`src/rtl/synth_note_pkg.sv`:
```
// Shared constants for the PS/2 note front end: note codes, octave limits,
// scan-code set 2 values, byte-FSM states and the key-to-note map.
package synth_note_pkg;

    localparam logic [3:0] NOTE_C  = 4'd0;
    localparam logic [3:0] NOTE_CS = 4'd1;
    localparam logic [3:0] NOTE_D  = 4'd2;
    localparam logic [3:0] NOTE_DS = 4'd3;
    localparam logic [3:0] NOTE_E  = 4'd4;
    localparam logic [3:0] NOTE_F  = 4'd5;
    localparam logic [3:0] NOTE_FS = 4'd6;
    localparam logic [3:0] NOTE_G  = 4'd7;
    localparam logic [3:0] NOTE_GS = 4'd8;
    localparam logic [3:0] NOTE_A  = 4'd9;
    localparam logic [3:0] NOTE_AS = 4'd10;
    localparam logic [3:0] NOTE_B  = 4'd11;

    localparam logic [2:0] OCTAVE_MIN = 3'd0;
    localparam logic [2:0] OCTAVE_MAX = 3'd6;

    localparam logic [7:0] SC_BREAK    = 8'hF0;
    localparam logic [7:0] SC_EXT      = 8'hE0;
    localparam logic [7:0] SC_OCT_DOWN = 8'h1A;  // Z
    localparam logic [7:0] SC_OCT_UP   = 8'h22;  // X
    localparam logic [7:0] SC_KEY_A    = 8'h1C;
    localparam logic [7:0] SC_KEY_W    = 8'h1D;
    localparam logic [7:0] SC_KEY_S    = 8'h1B;
    localparam logic [7:0] SC_KEY_E    = 8'h24;
    localparam logic [7:0] SC_KEY_D    = 8'h23;
    localparam logic [7:0] SC_KEY_F    = 8'h2B;
    localparam logic [7:0] SC_KEY_T    = 8'h2C;
    localparam logic [7:0] SC_KEY_G    = 8'h34;
    localparam logic [7:0] SC_KEY_Y    = 8'h35;
    localparam logic [7:0] SC_KEY_H    = 8'h33;
    localparam logic [7:0] SC_KEY_U    = 8'h3C;
    localparam logic [7:0] SC_KEY_J    = 8'h3B;
    localparam logic [7:0] SC_KEY_K    = 8'h42;

    typedef enum logic [1:0] {
        BS_NORMAL,
        BS_BREAK,
        BS_EXT,
        BS_EXT_BREAK
    } byte_state_t;

    typedef struct packed {
        logic       hit;
        logic [3:0] note;
        logic       up;    // key sounds one octave above octave_sel
    } key_map_t;

    function automatic key_map_t map_key(input logic [7:0] code);
        key_map_t m;
        m = '{hit: 1'b1, note: NOTE_C, up: 1'b0};
        case (code)
            SC_KEY_A: m.note = NOTE_C;
            SC_KEY_W: m.note = NOTE_CS;
            SC_KEY_S: m.note = NOTE_D;
            SC_KEY_E: m.note = NOTE_DS;
            SC_KEY_D: m.note = NOTE_E;
            SC_KEY_F: m.note = NOTE_F;
            SC_KEY_T: m.note = NOTE_FS;
            SC_KEY_G: m.note = NOTE_G;
            SC_KEY_Y: m.note = NOTE_GS;
            SC_KEY_H: m.note = NOTE_A;
            SC_KEY_U: m.note = NOTE_AS;
            SC_KEY_J: m.note = NOTE_B;
            SC_KEY_K: m.up   = 1'b1;
            default:  m.hit  = 1'b0;
        endcase
        return m;
    endfunction

endpackage

```
`src/rtl/ps2_rx_byte.sv`:
```
// PS/2 frame receiver: synchroniser, falling-edge detect, frame FSM and timeout.
// Odd-parity checking is compiled in only when PS2_PARITY_CHECK_EN is defined.
module ps2_rx_byte #(
    parameter int TIMEOUT_CYCLES = 50000
) (
    input  logic       clk,
    input  logic       reset,
    input  logic       ps2_clk,
    input  logic       ps2_dat,
    output logic       byte_valid,
    output logic [7:0] rx_byte,
    output logic       err
);
    localparam int TW = $clog2(TIMEOUT_CYCLES + 1);

    typedef enum logic [1:0] {RX_IDLE, RX_DATA, RX_PARITY, RX_STOP} rx_state_t;

    rx_state_t   state_reg;
    logic [2:0]  clk_sync_reg;
    logic [1:0]  dat_sync_reg;
    logic [2:0]  bit_cnt_reg;
    logic [7:0]  shift_reg;
    logic [7:0]  byte_reg;
    logic [TW-1:0] to_cnt_reg;
    logic        valid_reg;
    logic        err_reg;
    logic        fall;
    logic        dat;
    logic        parity_bad;

    // Bit 2 is the previous synchronised level, used only for edge detection.
    assign fall = clk_sync_reg[2] & ~clk_sync_reg[1];
    assign dat  = dat_sync_reg[1];

`ifdef PS2_PARITY_CHECK_EN
    logic par_reg;
    assign parity_bad = ~(^{shift_reg, par_reg});
`else
    assign parity_bad = 1'b0;
`endif

    always_ff @(posedge clk) begin
        if (reset) begin
            clk_sync_reg <= 3'b111;
            dat_sync_reg <= 2'b11;
            state_reg    <= RX_IDLE;
            bit_cnt_reg  <= '0;
            shift_reg    <= '0;
            byte_reg     <= '0;
            to_cnt_reg   <= '0;
            valid_reg    <= 1'b0;
            err_reg      <= 1'b0;
`ifdef PS2_PARITY_CHECK_EN
            par_reg      <= 1'b0;
`endif
        end else begin
            clk_sync_reg <= {clk_sync_reg[1:0], ps2_clk};
            dat_sync_reg <= {dat_sync_reg[0], ps2_dat};
            valid_reg    <= 1'b0;
            err_reg      <= 1'b0;
            if (fall) begin
                to_cnt_reg <= '0;
                case (state_reg)
                    RX_IDLE: begin
                        if (!dat) begin
                            state_reg   <= RX_DATA;
                            bit_cnt_reg <= '0;
                        end else begin
                            err_reg <= 1'b1;
                        end
                    end
                    RX_DATA: begin
                        shift_reg   <= {dat, shift_reg[7:1]};
                        bit_cnt_reg <= bit_cnt_reg + 3'd1;
                        if (bit_cnt_reg == 3'd7) state_reg <= RX_PARITY;
                    end
                    RX_PARITY: begin
`ifdef PS2_PARITY_CHECK_EN
                        par_reg <= dat;
`endif
                        state_reg <= RX_STOP;
                    end
                    default: begin
                        state_reg <= RX_IDLE;
                        if (!dat || parity_bad) begin
                            err_reg <= 1'b1;
                        end else begin
                            valid_reg <= 1'b1;
                            byte_reg  <= shift_reg;
                        end
                    end
                endcase
            end else if (state_reg != RX_IDLE) begin
                if (to_cnt_reg == TW'(TIMEOUT_CYCLES - 1)) begin
                    err_reg    <= 1'b1;
                    state_reg  <= RX_IDLE;
                    to_cnt_reg <= '0;
                end else begin
                    to_cnt_reg <= to_cnt_reg + 1'b1;
                end
            end
        end
    end

    assign byte_valid = valid_reg;
    assign rx_byte    = byte_reg;
    assign err        = err_reg;

endmodule

```
`src/rtl/ps2_note_sender.sv`:
```
// PS/2 keyboard to note-event front end: prefix tracking, key map, octave
// selection and held-key tracking. Parity checking via PS2_PARITY_CHECK_EN.
import synth_note_pkg::*;

module ps2_note_sender #(
    parameter int         TIMEOUT_CYCLES = 50000,
    parameter logic [2:0] DEFAULT_OCTAVE = 3'd4
) (
    input  logic       clk,
    input  logic       reset,
    input  logic       ps2_clk,
    input  logic       ps2_dat,
    output logic       note_in,
    output logic [3:0] note,
    output logic [2:0] octave,
    output logic [2:0] octave_sel,
    output logic       key_held,
    output logic       frame_err
);
    logic        rx_valid;
    logic [7:0]  rx_byte;
    logic        rx_err;
    key_map_t    map;
    byte_state_t bstate_reg;
    logic [7:0]  cur_key_reg;
    logic        note_in_reg;
    logic [3:0]  note_reg;
    logic [2:0]  octave_reg;
    logic [2:0]  octave_sel_reg;
    logic        key_held_reg;
    logic        frame_err_reg;
    logic        make_ok;

    ps2_rx_byte #(.TIMEOUT_CYCLES(TIMEOUT_CYCLES)) u_rx (
        .clk        (clk),
        .reset      (reset),
        .ps2_clk    (ps2_clk),
        .ps2_dat    (ps2_dat),
        .byte_valid (rx_valid),
        .rx_byte    (rx_byte),
        .err        (rx_err)
    );

    assign map = map_key(rx_byte);
    // A make produces an event unless K would overflow the top octave or it is
    // a typematic repeat of the key already sounding.
    assign make_ok = map.hit
                   && !(map.up && octave_sel_reg == OCTAVE_MAX)
                   && !(key_held_reg && rx_byte == cur_key_reg);

    always_ff @(posedge clk) begin
        if (reset) begin
            bstate_reg     <= BS_NORMAL;
            cur_key_reg    <= '0;
            note_in_reg    <= 1'b0;
            note_reg       <= NOTE_C;
            octave_reg     <= DEFAULT_OCTAVE;
            octave_sel_reg <= DEFAULT_OCTAVE;
            key_held_reg   <= 1'b0;
            frame_err_reg  <= 1'b0;
        end else begin
            note_in_reg   <= 1'b0;
            frame_err_reg <= 1'b0;
            if (rx_err) begin
                frame_err_reg <= 1'b1;
            end else if (rx_valid) begin
                case (bstate_reg)
                    BS_NORMAL: begin
                        if (rx_byte == SC_BREAK) begin
                            bstate_reg <= BS_BREAK;
                        end else if (rx_byte == SC_EXT) begin
                            bstate_reg <= BS_EXT;
                        end else if (rx_byte == SC_OCT_DOWN) begin
                            if (octave_sel_reg != OCTAVE_MIN) octave_sel_reg <= octave_sel_reg - 3'd1;
                        end else if (rx_byte == SC_OCT_UP) begin
                            if (octave_sel_reg != OCTAVE_MAX) octave_sel_reg <= octave_sel_reg + 3'd1;
                        end else if (make_ok) begin
                            note_reg     <= map.note;
                            octave_reg   <= octave_sel_reg + {2'b00, map.up};
                            note_in_reg  <= 1'b1;
                            key_held_reg <= 1'b1;
                            cur_key_reg  <= rx_byte;
                        end
                    end
                    BS_BREAK: begin
                        if (rx_byte == cur_key_reg) key_held_reg <= 1'b0;
                        bstate_reg <= BS_NORMAL;
                    end
                    BS_EXT: begin
                        bstate_reg <= (rx_byte == SC_BREAK) ? BS_EXT_BREAK : BS_NORMAL;
                    end
                    default: bstate_reg <= BS_NORMAL;
                endcase
            end
        end
    end

    assign note_in    = note_in_reg;
    assign note       = note_reg;
    assign octave     = octave_reg;
    assign octave_sel = octave_sel_reg;
    assign key_held   = key_held_reg;
    assign frame_err  = frame_err_reg;

endmodule
```
`config.mk`:
```
export PLATFORM = sky130hd
export DESIGN_NAME = ps2_note_sender
export DESIGN_NICKNAME = d
export VERILOG_FILES = /design/src/rtl/synth_note_pkg.sv /design/src/rtl/ps2_rx_byte.sv /design/src/rtl/ps2_note_sender.sv
export SDC_FILE = /design/constraint.sdc
export NUM_CORES = 1
export LEC_CHECK = 0
export BUFFER_PORTS_ARGS = -buffer_cell sky130_fd_sc_hd__buf_2
export CORE_ASPECT_RATIO = 1.1
export CORE_MARGIN = 2
export CORE_UTILIZATION = 45
export CTS_CLUSTER_SIZE = 8
export DETAILED_ROUTE_END_ITERATION = 10
export PLACE_DENSITY = 0.6
export SLEW_MARGIN = 20
export SYNTH_ARGS = -nofsm -noshare
export SYNTH_HDL_FRONTEND = slang
export SYNTH_SLANG_ARGS = --single-unit
export TNS_END_PERCENT = 100
```
`constraint.sdc`:
```
create_clock -name clk -period 6.4 [get_ports clk]
set_input_delay 1.28 -clock clk [delete_from_list [all_inputs] [get_ports clk]]
set_output_delay 1.28 -clock clk [all_outputs]
set_load 0.01 [all_outputs]
```
==> flow_summary.json <==
{
  "fill_cells": 698,
  "yosysTopAreaCellShare_pct": 40.9,
  "synthToLayoutAreaGrowth_pct": 8.31,
  "worstSkewPairLatency_ns": 0.34,
  "worst_setup_path_end_kind": "flip-flop",
  "timing.max_cap.violations": 0,
  "timing.critical_path.slowest_cell_delay_ns": 0.74,
  "clock-root-buffer": "sky130_fd_sc_hd__clkbuf_8",
  "route.final.wire_length_mm": 6.25,
  "die_area_sq_um": 8000,
  "globalRouteOverflowTotal": 0,
  "postSynthRegisterBits": 67,
  "min_period_ns": 2.47,
  "clockPowerShare_pct": 43.4,
  "power.switching_fraction_pct": 21.6,
  "power.density_nw_per_um2": 215,
  "hold_viol_final": 0,
  "setup_repair_after_global_routing_missed_its_margin": "no",
  "ir_worst_vdd_uv": 160,
  "route.detailed.wl_per_inst_um": 13.2,
  "die_w_um": 85.4,
  "netlist_top_cells_count": "sky130_fd_sc_hd__dfxtp_1, sky130_fd_sc_hd__nand2_1, sky130_fd_sc_hd__nor2_1, sky130_fd_sc_hd__a21oi_1, sky130_fd_sc_hd__nand2b_1",
  "regToRegStartpoint": "u_rx.rx_byte[1]$_SDFFE_PP0P_",
  "run_status": "finished clean",
  "drt_iter0_drc": 130,
  "cts_num_sinks": 67,
  "design.final.nets": 397,
  "tritoncts": "done",
  "power_frac_seq_pct": 54.7,
  "port_buffers": 16,
  "max-clock-path-buffers": 2,
  "drc": 0,
  "die_height_um": 93.6,
  "postSynthCellCount": 375,
  "avgSynthCellArea_sq_um": 8.76,
  "top_level_ports": 17,
  "timing.critical_path.required_ns": 6.61,
  "post_cts_resize_count": 0,
  "critPathLaunchType": "input port",
  "hold_start": "u_rx.dat_sync_reg[0]$_SDFF_PP1_",
  "dr_vias": 2525,
  "cts_post_setup_buffers_inserted": 0,
  "initial_core_util_pct": 46.6,
  "place_congestion": 0.771,
  "core_area_sq_um": 7050,
  "intPower_uw": 600,
  "grt_antenna_before_repair": 0,
  "tightest_slew_ns": 0.987,
  "grt_first_pass_wirelength_mm": 10.8,
  "min_path_cells": 1,
  "synth_area_sq_um": 3280,
  "critical_path.reg2reg.endpoint": "octave_sel[2]$_SDFFE_PP1P_",
  "slew_violations": 0,
  "final_area_sq_um": 3560,
  "critical_path.cell_chain": "buf_2 -> nor2_1 -> nand2_1 -> nor2_1",
  "synth_top_cell_by_area": "sky130_fd_sc_hd__dfxtp_1",
  "worstSetupPathType": "in2reg",
  "core.rowCount": 32,
  "largest_reg_flops": 16,
  "finalCritPeriodShare_pct": 38.7,
  "grt_pass1_vias": 2408,
  "ant_nets": 0,
  "worst_clock_skew_ns": 0.00629,
  "asyncSetResetFlopFracSynth_pct": 0,
  "cp_slowest_cell": "sky130_fd_sc_hd__buf_2",
  "grt_max_degree": 66,
  "finalSetupTns_ns": 0,
  "path_clk_slew_ns": 0.07,
  "worst_path_most_repeated_cell": "sky130_fd_sc_hd__nor2_1",
  "routed_via_density": 5.35,
  "cts_hold_buf": 0,
  "grt_util_all_layers_pct": 16.7,
  "r2r_depth": 6,
  "achievable-frequency_ghz": 0.404,
  "power.share.combinational_pct": 1.8,
  "layout-drive-gt1-share_pct": 11.1,
  "worst-path-max-fanout": 65,
  "max-slew-margin-rel_pct": 34.2,
  "setup_viol_count_final": 0,
  "post-layout-total-power_uw": 766,
  "tritoncts.num_buffers": 9,
  "power.static_leakage_nw": 1.22,
  "hold-path-endpoint": "u_rx.dat_sync_reg[1]$_SDFF_PP1_",
  "yosysMostFrequentCell": "sky130_fd_sc_hd__dfxtp_1",
  "synth_nets": 389,
  "synth.lib_cells_used.distinct": 58,
  "worst-r2r-setup-slack_ns": 3.94,
  "n_antenna_cell": 0,
  "place_area_sq_um": 3380,
  "clock_tree.htree_level_count": 3,
  "power.net_switching_uw": 166,
  "ys_seq_area_share_pct": 40.9,
  "worstPathArrival_ns": 2.68,
  "yosys_most_used_dff": "sky130_fd_sc_hd__dfxtp_1",
  "hold_path.class": "reg2reg",
  "number_of_flops_mapped_to_enable_cells_by_yosys": 0,
  "total_number_of_yosys_warnings": 0,
  "place_hpwl_mm": 4.20,
  "firstDrtPassIters": 6,
  "yosys-top-cells-area": "sky130_fd_sc_hd__dfxtp_1, sky130_fd_sc_hd__nand2_1, sky130_fd_sc_hd__xnor2_1, sky130_fd_sc_hd__mux2i_1, sky130_fd_sc_hd__nor2_1"
}
-- per-layer routing --
metal / wire, um / share of wire [%] / GRT usage (%)
met1: 3090 / 49 / 20.0
met2: 2870 / 46 / 28.3
met3: 144 / 2.3 / 3.27
met4: 144 / 2.3 / 8.60
met5: 0 / 0 / 0
-- placed cells by master (no fill, tap or decap), types with 3 or more instances in the layout --
| cell | count |
|---|---|
| sky130_fd_sc_hd__a21oi_1 | 25 |
| sky130_fd_sc_hd__o21ai_0 | 7 |
| sky130_fd_sc_hd__xor2_1 | 7 |
| sky130_fd_sc_hd__nand4_1 | 7 |
| sky130_fd_sc_hd__a211oi_1 | 4 |
| sky130_fd_sc_hd__buf_2 | 16 |
| sky130_fd_sc_hd__xnor2_1 | 18 |
| sky130_fd_sc_hd__clkbuf_8 | 9 |
| sky130_fd_sc_hd__nor3_1 | 5 |
| sky130_fd_sc_hd__inv_1 | 11 |
| sky130_fd_sc_hd__nor3b_1 | 4 |
| sky130_fd_sc_hd__nand2b_1 | 21 |
| sky130_fd_sc_hd__clkbuf_1 | 3 |
| sky130_fd_sc_hd__nand2_1 | 42 |
| sky130_fd_sc_hd__nand3b_1 | 4 |
| sky130_fd_sc_hd__ha_1 | 9 |
| sky130_fd_sc_hd__nor2b_1 | 6 |
| sky130_fd_sc_hd__a32oi_1 | 3 |
| sky130_fd_sc_hd__nor2_1 | 37 |
| sky130_fd_sc_hd__or2_2 | 5 |
| sky130_fd_sc_hd__o211ai_1 | 3 |
| sky130_fd_sc_hd__dfxtp_1 | 67 |
| sky130_fd_sc_hd__nand3_1 | 14 |
| sky130_fd_sc_hd__mux2i_1 | 15 |
| sky130_fd_sc_hd__nor4_1 | 3 |
-- how the worst max path moves through the flow --
stage	slack [ns]	to	cells after the start	startpoint
after floorplan	4.16	octave_sel[2]$_SDFFE_PP1P_	4	reset
after global placement	3.55	u_rx.to_cnt_reg[6]$_SDFFE_PP0N_	4	reset
after detailed placement	3.50	u_rx.to_cnt_reg[0]$_SDFFE_PP0N_	4	reset
after CTS	3.87	u_rx.to_cnt_reg[0]$_SDFFE_PP0N_	4	reset
after global routing	3.64	note[3]$_SDFFE_PP0P_	5	u_rx.rx_byte[5]$_SDFFE_PP0P_
final	3.93	u_rx.to_cnt_reg[10]$_SDFFE_PP0N_	4	reset
-- critical path, delay by kind of cell --
family / cells / cell delay [ns]
simple gates: 3 / 0.65
buf+inv: 1 / 0.74
-- power by group through the flow --
stage	combinational [mW]	sequential [mW]	clock (mW)
floorplan	0.0116	0.429	0
global route	0.0159	0.419	0.359
detailed placement	0.0146	0.429	0
finish	0.0141	0.419	0.332
global placement	0.0143	0.429	0
CTS	0.0146	0.419	0.343
-- cells by family after synthesis --
family / after synthesis / synth area share, %
compound gates: 56 / 11.8
flops: 67 / 40.9
simple gates: 171 / 27.7
xor+xnor: 25 / 6.67
fa+ha+maj: 10 / 4.04
buf+inv: 30 / 3.96
mux: 16 / 4.92
-- stage by stage --
step                setup WS (ns)  cells  hold slack, ns  utilization (%)
floorplan                    4.16    375           0.389                -
finish                       3.93    472           0.411             50.5
detailed placement           3.50    457           0.398             48.0
global route                 3.64    472           0.426             50.5
global placement             3.55    457           0.392             48.0
CTS                          3.87    472           0.414             50.5
-- layout make-up --
class	count	area, sq um	share of cell area (%)
multi-input cells	278	1810	51.0
flip-flops and latches	67	1340	37.7
clock buffers	12	135	3.80
well taps	85	106	2.99
repair buffers	16	80.1	2.25
inverters	11	41.3	1.16
clock inverters	3	40.0	1.13
Note: power is estimated with default switching activity, not from simulation.
